$ cat src/rtl/pid_wb_pkg.sv
// Shared definitions for the PID-core Wishbone register slave
// and the arbiter that fronts it.
package pid_wb_pkg;

    localparam int AW_DEF = 16;
    localparam int DW_DEF = 32;

    localparam logic [15:0] REG_KP = 16'h0000;
    localparam logic [15:0] REG_KI = 16'h0004;
    localparam logic [15:0] REG_KD = 16'h0008;
    localparam logic [15:0] REG_SP = 16'h000C;
    localparam logic [15:0] REG_PV = 16'h0010;

    typedef enum logic [1:0] {
        ST_IDLE  = 2'd0,
        ST_OWNED = 2'd1,
        ST_ABORT = 2'd2
    } arb_state_t;

endpackage

$ cat src/rtl/wb_pid_arbiter_rr_pick.sv
// Combinational round-robin picker: first requester after
// the previous owner, wrapping modulo NUM_M.
module rr_pick
    import pid_wb_pkg::*;
#(
    parameter int NUM_M = 2,
    parameter int IW    = $clog2(NUM_M)
) (
    input  logic [NUM_M-1:0] req,
    input  logic [IW-1:0]    last,
    output logic [IW-1:0]    idx,
    output logic             valid
);

    logic [IW-1:0] cand;

    // Scan last+1, last+2, ... and keep the first requester found.
    always_comb begin
        idx   = '0;
        valid = 1'b0;
        cand  = '0;
        for (int k = 1; k <= NUM_M; k++) begin
            cand = IW'((int'(last) + k) % NUM_M);
            if (!valid && req[cand]) begin
                valid = 1'b1;
                idx   = cand;
            end
        end
    end

endmodule

$ cat src/rtl/wb_pid_arbiter.sv
// Round-robin Wishbone arbiter in front of the PID register slave:
// zero-latency grant from idle, bus lock per CYC, stalled-slave watchdog.
module wb_pid_arbiter
    import pid_wb_pkg::*;
#(
    parameter int NUM_M   = 2,
    parameter int AW      = AW_DEF,
    parameter int DW      = DW_DEF,
    parameter int TIMEOUT = 255
) (
    input  logic                wb_clk_i,
    input  logic                wb_rst_i,
    input  logic [NUM_M-1:0]    m_cyc_i,
    input  logic [NUM_M-1:0]    m_stb_i,
    input  logic [NUM_M-1:0]    m_we_i,
    input  logic [NUM_M*AW-1:0] m_adr_i,
    input  logic [NUM_M*DW-1:0] m_dat_i,
    output logic [NUM_M-1:0]    m_ack_o,
    output logic [NUM_M-1:0]    m_err_o,
    output logic [DW-1:0]       m_dat_o,
    output logic                s_cyc_o,
    output logic                s_stb_o,
    output logic                s_we_o,
    output logic [AW-1:0]       s_adr_o,
    output logic [DW-1:0]       s_dat_o,
    input  logic                s_ack_i,
    input  logic [DW-1:0]       s_dat_i,
    output logic [NUM_M-1:0]    gnt_o
);

    localparam int IW = $clog2(NUM_M);
    localparam int TW = $clog2(TIMEOUT + 1);
    localparam logic [TW-1:0] TMAX  = TW'(TIMEOUT);
    localparam logic [TW-1:0] TLAST = TW'(TIMEOUT - 1);

    arb_state_t    state;
    arb_state_t    state_nxt;
    logic [IW-1:0] gnt_q;
    logic [IW-1:0] last_q;
    logic [IW-1:0] win;
    logic [IW-1:0] sel;
    logic          win_ok;
    logic          busy;
    logic          expire;
    logic [TW-1:0] tmr;

    rr_pick #(
        .NUM_M(NUM_M),
        .IW   (IW)
    ) u_pick (
        .req  (m_cyc_i),
        .last (last_q),
        .idx  (win),
        .valid(win_ok)
    );

    // Bus select: fresh winner when idle, locked owner otherwise.
    always_comb begin
        sel  = gnt_q;
        busy = 1'b0;
        case (state)
            ST_IDLE: begin
                sel  = win;
                busy = win_ok;
            end
            ST_OWNED: busy = m_cyc_i[gnt_q];
            default:  busy = 1'b0;
        endcase
        if (wb_rst_i) busy = 1'b0;
        expire = busy && m_stb_i[sel] && !s_ack_i && (tmr == TLAST);
    end

    // State, owner, rotation pointer and watchdog registers.
    always_ff @(posedge wb_clk_i) begin
        if (wb_rst_i) begin
            state  <= ST_IDLE;
            gnt_q  <= '0;
            last_q <= IW'(NUM_M - 1);
            tmr    <= '0;
        end else begin
            state <= state_nxt;
            if (state == ST_IDLE && win_ok) gnt_q <= win;
            if ((state == ST_OWNED && !m_cyc_i[gnt_q]) || state == ST_ABORT)
                last_q <= gnt_q;
            if (state == ST_ABORT || !s_stb_o || s_ack_i) tmr <= '0;
            else if (tmr != TMAX) tmr <= tmr + 1'b1;
        end
    end

    // Next state; an ACK on the expiry cycle suppresses the abort.
    always_comb begin
        state_nxt = state;
        case (state)
            ST_IDLE: begin
                if (win_ok) state_nxt = expire ? ST_ABORT : ST_OWNED;
            end
            ST_OWNED: begin
                if (!m_cyc_i[gnt_q]) state_nxt = ST_IDLE;
                else if (expire)     state_nxt = ST_ABORT;
            end
            default: state_nxt = ST_IDLE;
        endcase
    end

    // Slave-side mux and owner-only ACK/ERR steering.
    always_comb begin
        s_cyc_o = busy;
        s_stb_o = busy & m_stb_i[sel];
        s_we_o  = busy & m_we_i[sel];
        s_adr_o = busy ? m_adr_i[int'(sel)*AW +: AW] : '0;
        s_dat_o = busy ? m_dat_i[int'(sel)*DW +: DW] : '0;
        m_ack_o = '0;
        m_err_o = '0;
        gnt_o   = '0;
        if (busy) begin
            gnt_o[sel]   = 1'b1;
            m_ack_o[sel] = s_ack_i & m_stb_i[sel];
        end
        if (state == ST_ABORT && !wb_rst_i) m_err_o[gnt_q] = 1'b1;
        m_dat_o = wb_rst_i ? '0 : s_dat_i;
    end

endmodule

$ cat config.mk
export PLATFORM = sky130hd
export DESIGN_NAME = wb_pid_arbiter
export DESIGN_NICKNAME = d
export VERILOG_FILES = /design/src/rtl/pid_wb_pkg.sv /design/src/rtl/wb_pid_arbiter_rr_pick.sv /design/src/rtl/wb_pid_arbiter.sv
export SDC_FILE = /design/constraint.sdc
export NUM_CORES = 1
export LEC_CHECK = 0
export BUFFER_PORTS_ARGS = -buffer_cell sky130_fd_sc_hd__buf_2
export CORE_AREA = 4 4 86 88
export DETAILED_ROUTE_END_ITERATION = 10
export DIE_AREA = 0 0 90 92
export PLACE_DENSITY = 0.63
export SETUP_SLACK_MARGIN = 0.1
export SLEW_MARGIN = 20
export SYNTH_ARGS = -nofsm -noshare
export SYNTH_HDL_FRONTEND = slang
export SYNTH_HIERARCHICAL = 1
export SYNTH_SLANG_ARGS = --single-unit
$ cat constraint.sdc
create_clock -name wb_clk_i -period 2 [get_ports wb_clk_i]
set_input_delay 0.4 -clock wb_clk_i [delete_from_list [all_inputs] [get_ports wb_clk_i]]
set_output_delay 0.4 -clock wb_clk_i [all_outputs]
set_load 0.005 [all_outputs]
# Yosys cells after proc, flatten, opt, wreduce, memory -nomap -nowiden
# Cells that the tools add are included.
[word_totals]
regBits = 12
input_bits = 137
wordCells = 77
[op_classes]
addsub = 3
n_lt_le_gt_ge = 6
n_eq_ne = 6
shift = 2
mux = 32
bitwise = 4
reduce_logical = 20
[op_table]
columns = ["cell", "n"]
rows = [
  ["$mux W32", 2],
  ["$shiftx A64 B7 Y32", 1],
  ["$shiftx A32 B6 Y16", 1],
  ["$mux W1", 18],
  ["$mux W16", 1],
  ["$mux W2", 7],
  ["$logic_and A1 B1 Y1", 9],
  ["$add A8 B1 Y8 const B", 1],
  ["$eq A8 B8 Y1 const B", 1],
  ["$lt A1 B2 Y1 const B", 4],
  ["$ne A8 B8 Y1 const B", 1],
  ["$logic_not A1 Y1", 5],
  ["$pmux W2 S2", 1],
  ["$and A1 B1 Y1", 3],
  ["$logic_or A1 B1 Y1", 3],
  ["$ne A3 B3 Y1 const B", 1],
  ["$add A1 B1 Y1 const B", 2],
  ["$and A2 B2 Y2", 1],
  ["$demux W1 S1", 2],
  ["$eq A2 B1 Y1 const B", 1],
  ["$eq A2 B2 Y1 const B", 1],
  ["$ge A1 B1 Y1 const B", 2],
  ["$logic_not A2 Y1", 1],
  ["$ne A2 B2 Y1 const B", 1],
  ["other kinds (3)", 3],
]

# Logic depth before layout (Yosys ltp)
[logic_depth]
ltp_word = 16
depth_mapped = 6
mapped_depth_nobuf = 5

# Modules after synthesis
# Netlist, hierarchy kept.
[by_module_without_submodules]
columns = ["mod", "n_inst", "cells_each", "area_each_um2", "seq_area_each_um2"]
rows = [
  ["wb_pid_arbiter", 1, 173, 1488.9, 240.2],
  ["rr_pick", 1, 2, 13.8, 0.0],
]

# Least setup slack after synthesis
# No wires, ideal clock.
[synth_timing]
kind = "register to output"
from = "register gnt_q"
to = "output s_dat_o[22]"
arrival_ps = 1598
t_required_ps = 1600
setup_slack_ps = 2
stages_incl_launch_ff = 7
path_cell_list = "dfxtp_1 -> buf_6 -> mux2i_1 -> a2111o_4 -> nor2_8 -> buf_6 -> a22o_1"
[synth_between]
elab_chain_len = 5
[synth_rtl]
columns = ["element", "line", "source"]
rows = [
  ["start, declared", "wb_pid_arbiter.sv:38", "logic [IW-1:0] gnt_q;"],
  ["start signal, assigned", "wb_pid_arbiter.sv:82", "if (state == ST_IDLE && win_ok) gnt_q <= win;"],
  ["parallel branches: the longest is 4 deep, another holds $shiftx A64 B7 Y32", "-", ""],
  ["$mux W32 *", "wb_pid_arbiter.sv:111", "s_dat_o = busy ? m_dat_i[int'(sel)*DW +: DW] : '0;"],
  ["end, declared", "wb_pid_arbiter.sv:25", "output logic [DW-1:0] s_dat_o,"],
]
# Every way passes the cells marked *. The select of a mux whose other input is x is not followed.

# Final worst setup path
[layout_timing]
from = "register gnt_q"
to = "output s_dat_o[26]"
# The elaborated chain is that of the path after synthesis.

==> results.txt <==
The run finished, with violations left. The final reports fail on setup timing. Setup violations remaining at the end of the flow were counted as 55. The most common cell in the synthesized netlist is sky130_fd_sc_hd__a22o_1. The number of violations of the max-capacitance limit is 0. The total count of hold-check failures in the final report came out at 0. The number of antenna violations at the first check in global routing was 0.

The largest clock skew in the final design came out at 6.050 ps. The met2 usage in global routing came out at 28.19%. The remaining max-slew budget at the tightest pin is 73.25%.

The placed instance area is 0.002741 mm^2. The minimum hold slack is 435.4 ps. The worst slack at placement came out at -221.5 ps.

The height of the chip came out at 92 um. The most used flip-flop cell after synthesis is sky130_fd_sc_hd__dfxtp_1. Sorting the synthesized cells by area gives the leading types as sky130_fd_sc_hd__a22o_1 29%, sky130_fd_sc_hd__dfxtp_1 16%, sky130_fd_sc_hd__nor2b_1 13%, sky130_fd_sc_hd__buf_6 8.2%, sky130_fd_sc_hd__mux2i_1 2.7%. The congestion estimate from routability-driven global placement came to 0.8382. The kind of start point of the critical path is a flop. After layout, the worst setup slack is -258.1 ps.

The synthesized netlist net count came out at 314. The number of warnings issued by yosys came out at 6. The number of vias per cell is 4.678.

Entering global routing, the biggest net connects 37 pins. In the finished design, the share of the clock period the worst path needs comes to 112.9%. The share of synthesized area occupied by flip-flops and latches came out at 15.99%. In the global route stage, overall resource usage came out at 14.87%.

The register clock-pin slew on the reported worst setup and hold paths is 50 ps. The total clock sinks is 12. The starting DRC count in detailed routing is 36. TritonCTS created 3 clock buffers. The max-slew violation count is 0. In the synthesized netlist, the number of instances is 175. The worst setup path is captured at a primary output. The highest clock frequency the design can meet came out at 442.8 MHz. In the routed design, unresolved DRC markers number 0. The core region area came out at 0.006644 mm^2.

The peak ir drop on the vdd network came out at 415.7 uV. At the worst endpoint, the required time is 1600 ps. The post-synthesis register bit count is 12. The maximum buffer depth of the clock tree is 2. The met3 routing resource usage after global routing came out at 4.102%. The number of buffers inserted by port buffering came out at 225. The wire length of the first global-routing pass is 10580 um.

The fill cell instance count of the final layout came out at 689. In this run the power density over the cells is 375.1 mW/mm^2. The final layout net count came out at 542. The number of unique standard cell types used by synthesis came out at 37. The post-route core utilization is 42.13%.

The first TritonRoute pass finished after 4 iterations. The area enclosed by the die boundary came out at 0.008280 mm^2. The final period demand of the worst path came out at 2258 ps. The via count of the routed design is 2250. In this run the number of H-tree levels came out at 1. The CTS tree is yes.

The total negative setup slack came out at -11350 ps. The largest total area in the synthesized netlist belongs to sky130_fd_sc_hd__a22o_1. The share of post-route cells with drive strength above 1 came out at 63.34%. The number of rows in the core area is 30.

The die is 90 um wide. The mean area per synthesized cell came out at 8.587 um^2. From synthesis to final layout, the design area changed by 86.26%. The worst-path maximum fanout came out at 26. The global-route met1 utilization came out at 17.00%.

The post-detailed-route count of antenna-violating nets is 0. The global routing's busiest layer is met2. The cell total after placement came out at 478. The number of standard cells in the final layout excluding fillers is 481. The power after layout came out at 1.050 mW.

The critical path arrival came out at 1860 ps. The starting density of the core is 22.62%. The share of the synthesized area in the top cell type is 28.56%. The critical path in this run is classified as reg2out. For the pin with the worst max-slew slack, the measured transition is 401.3 ps. Setup repair after global routing could not meet its margin everywhere. The post-synth design cell area is 0.001503 mm^2.

The cts-stage hold buffer count is 0. Global routing finished with a remaining overflow of 0. The number of cells on the worst reg-to-reg path came out at 5. The count of cells along the worst hold path is 2. The worst hold path class is in2reg. In this run the post-CTS setup repair buffer count came out at 0. The top-level port count is 226. The wire length reported by the detailed router came out at 6830 um. In this run the clock root is driven by a sky130_fd_sc_hd__clkbuf_8.

The analysis attributes to cell leakage a power of 1.617 nW. The number of diodes added for antenna fixing is 0. After synthesis, the share of flip-flops with an asynchronous set or reset is 0%. The clock latency of the later-clocked register in the worst-skew pair is 240 ps. The design area came out at 0.002799 mm^2.

The routed wirelength normalized by instance count came out at 14.20 um. In the synthesized netlist, the cells that appear most often are 49 x sky130_fd_sc_hd__a22o_1, 32 x sky130_fd_sc_hd__nor2b_1, 12 x sky130_fd_sc_hd__dfxtp_1. The number of global-route vias before repair is 2181.

The HPWL reported at the end of detailed placement came out at 5717 um. The number of enable flip-flop cells after synthesis is 0.
layer usage:
metal	share of wire [%]	wire, um	vias up
met1	39	2667	1022
met3	9.2	626	2
li1	-	-	1117
met4	0.38	26	0
met5	0	0	-
met2	51	3510	109
cell families after synthesis:
kind of cell               Yosys count  synth area share (%)
buffers and inverters               18                 9.992
adders and majority gates            2                 1.665
muxes                                5                 3.414
xor gates and xnor gates             4                 2.332
DFF                                 12                 15.99
AOI/OAI and AO/OA                   65                 37.80
and+or+nand+nor                     69                 28.81
layout make-up:
class / instances / area [um^2] / area share (%)
Timing Repair Buffer: 239 / 1285 / 45.91
Multi-Input combinational cell: 145 / 1122 / 40.10
Tap cell: 80 / 100.1 / 3.576
Clock buffer: 3 / 41.29 / 1.475
Inverter: 2 / 7.507 / 0.2682
Sequential cell: 12 / 242.7 / 8.672
report_power, final:
part	leakage [nW]	total (mW)	switching [mW]	internal, mW
sequential	0.0980	0.252	0.00558	0.246
combinational	1.50	0.580	0.250	0.330
clock	0.0216	0.218	0.0857	0.132
critical path, cell delays in order (launching register included):
cell,delay (ps)
sky130_fd_sc_hd__dfxtp_2,320
sky130_fd_sc_hd__mux2i_2,160
sky130_fd_sc_hd__a2111o_4,520
sky130_fd_sc_hd__nor2_8,140
sky130_fd_sc_hd__buf_12,170
sky130_fd_sc_hd__a22o_1,170
sky130_fd_sc_hd__buf_2,120
layout by cell type, fill, tap and decap left out, types with 4 or more instances in the layout:
cell / synthesis / final
sky130_fd_sc_hd__buf_2: 0 / 225
sky130_fd_sc_hd__a22o_1: 49 / 49
sky130_fd_sc_hd__nor2_1: 6 / 5
sky130_fd_sc_hd__nor2b_1: 32 / 32
sky130_fd_sc_hd__buf_12: 0 / 4
sky130_fd_sc_hd__dfxtp_1: 12 / 10
sky130_fd_sc_hd__buf_4: 0 / 9
sky130_fd_sc_hd__nand2_1: 8 / 8
flip-flops by register name, summed over array words and instances (netlist names):
signal,count
gnt_q,1
last_q,1
state,2
tmr,8
final timing paths:
path / startpoint / to / slack [ps]
setup / recovery: gnt_q / s_dat_o[26] / -260
hold / removal: s_ack_i / tmr[5] / 440
setup reg to reg: gnt_q / tmr[4] / 270
hold reg to reg: last_q / last_q / 480
timing repair:
action | CTS | global route
gates resized for setup | 3 | 5
setup endpoints to repair | 55 | 61
pin swaps | 0 | 1
endpoints found under the hold margin | 0 | 0
Note: power is estimated with default switching activity, not from simulation.
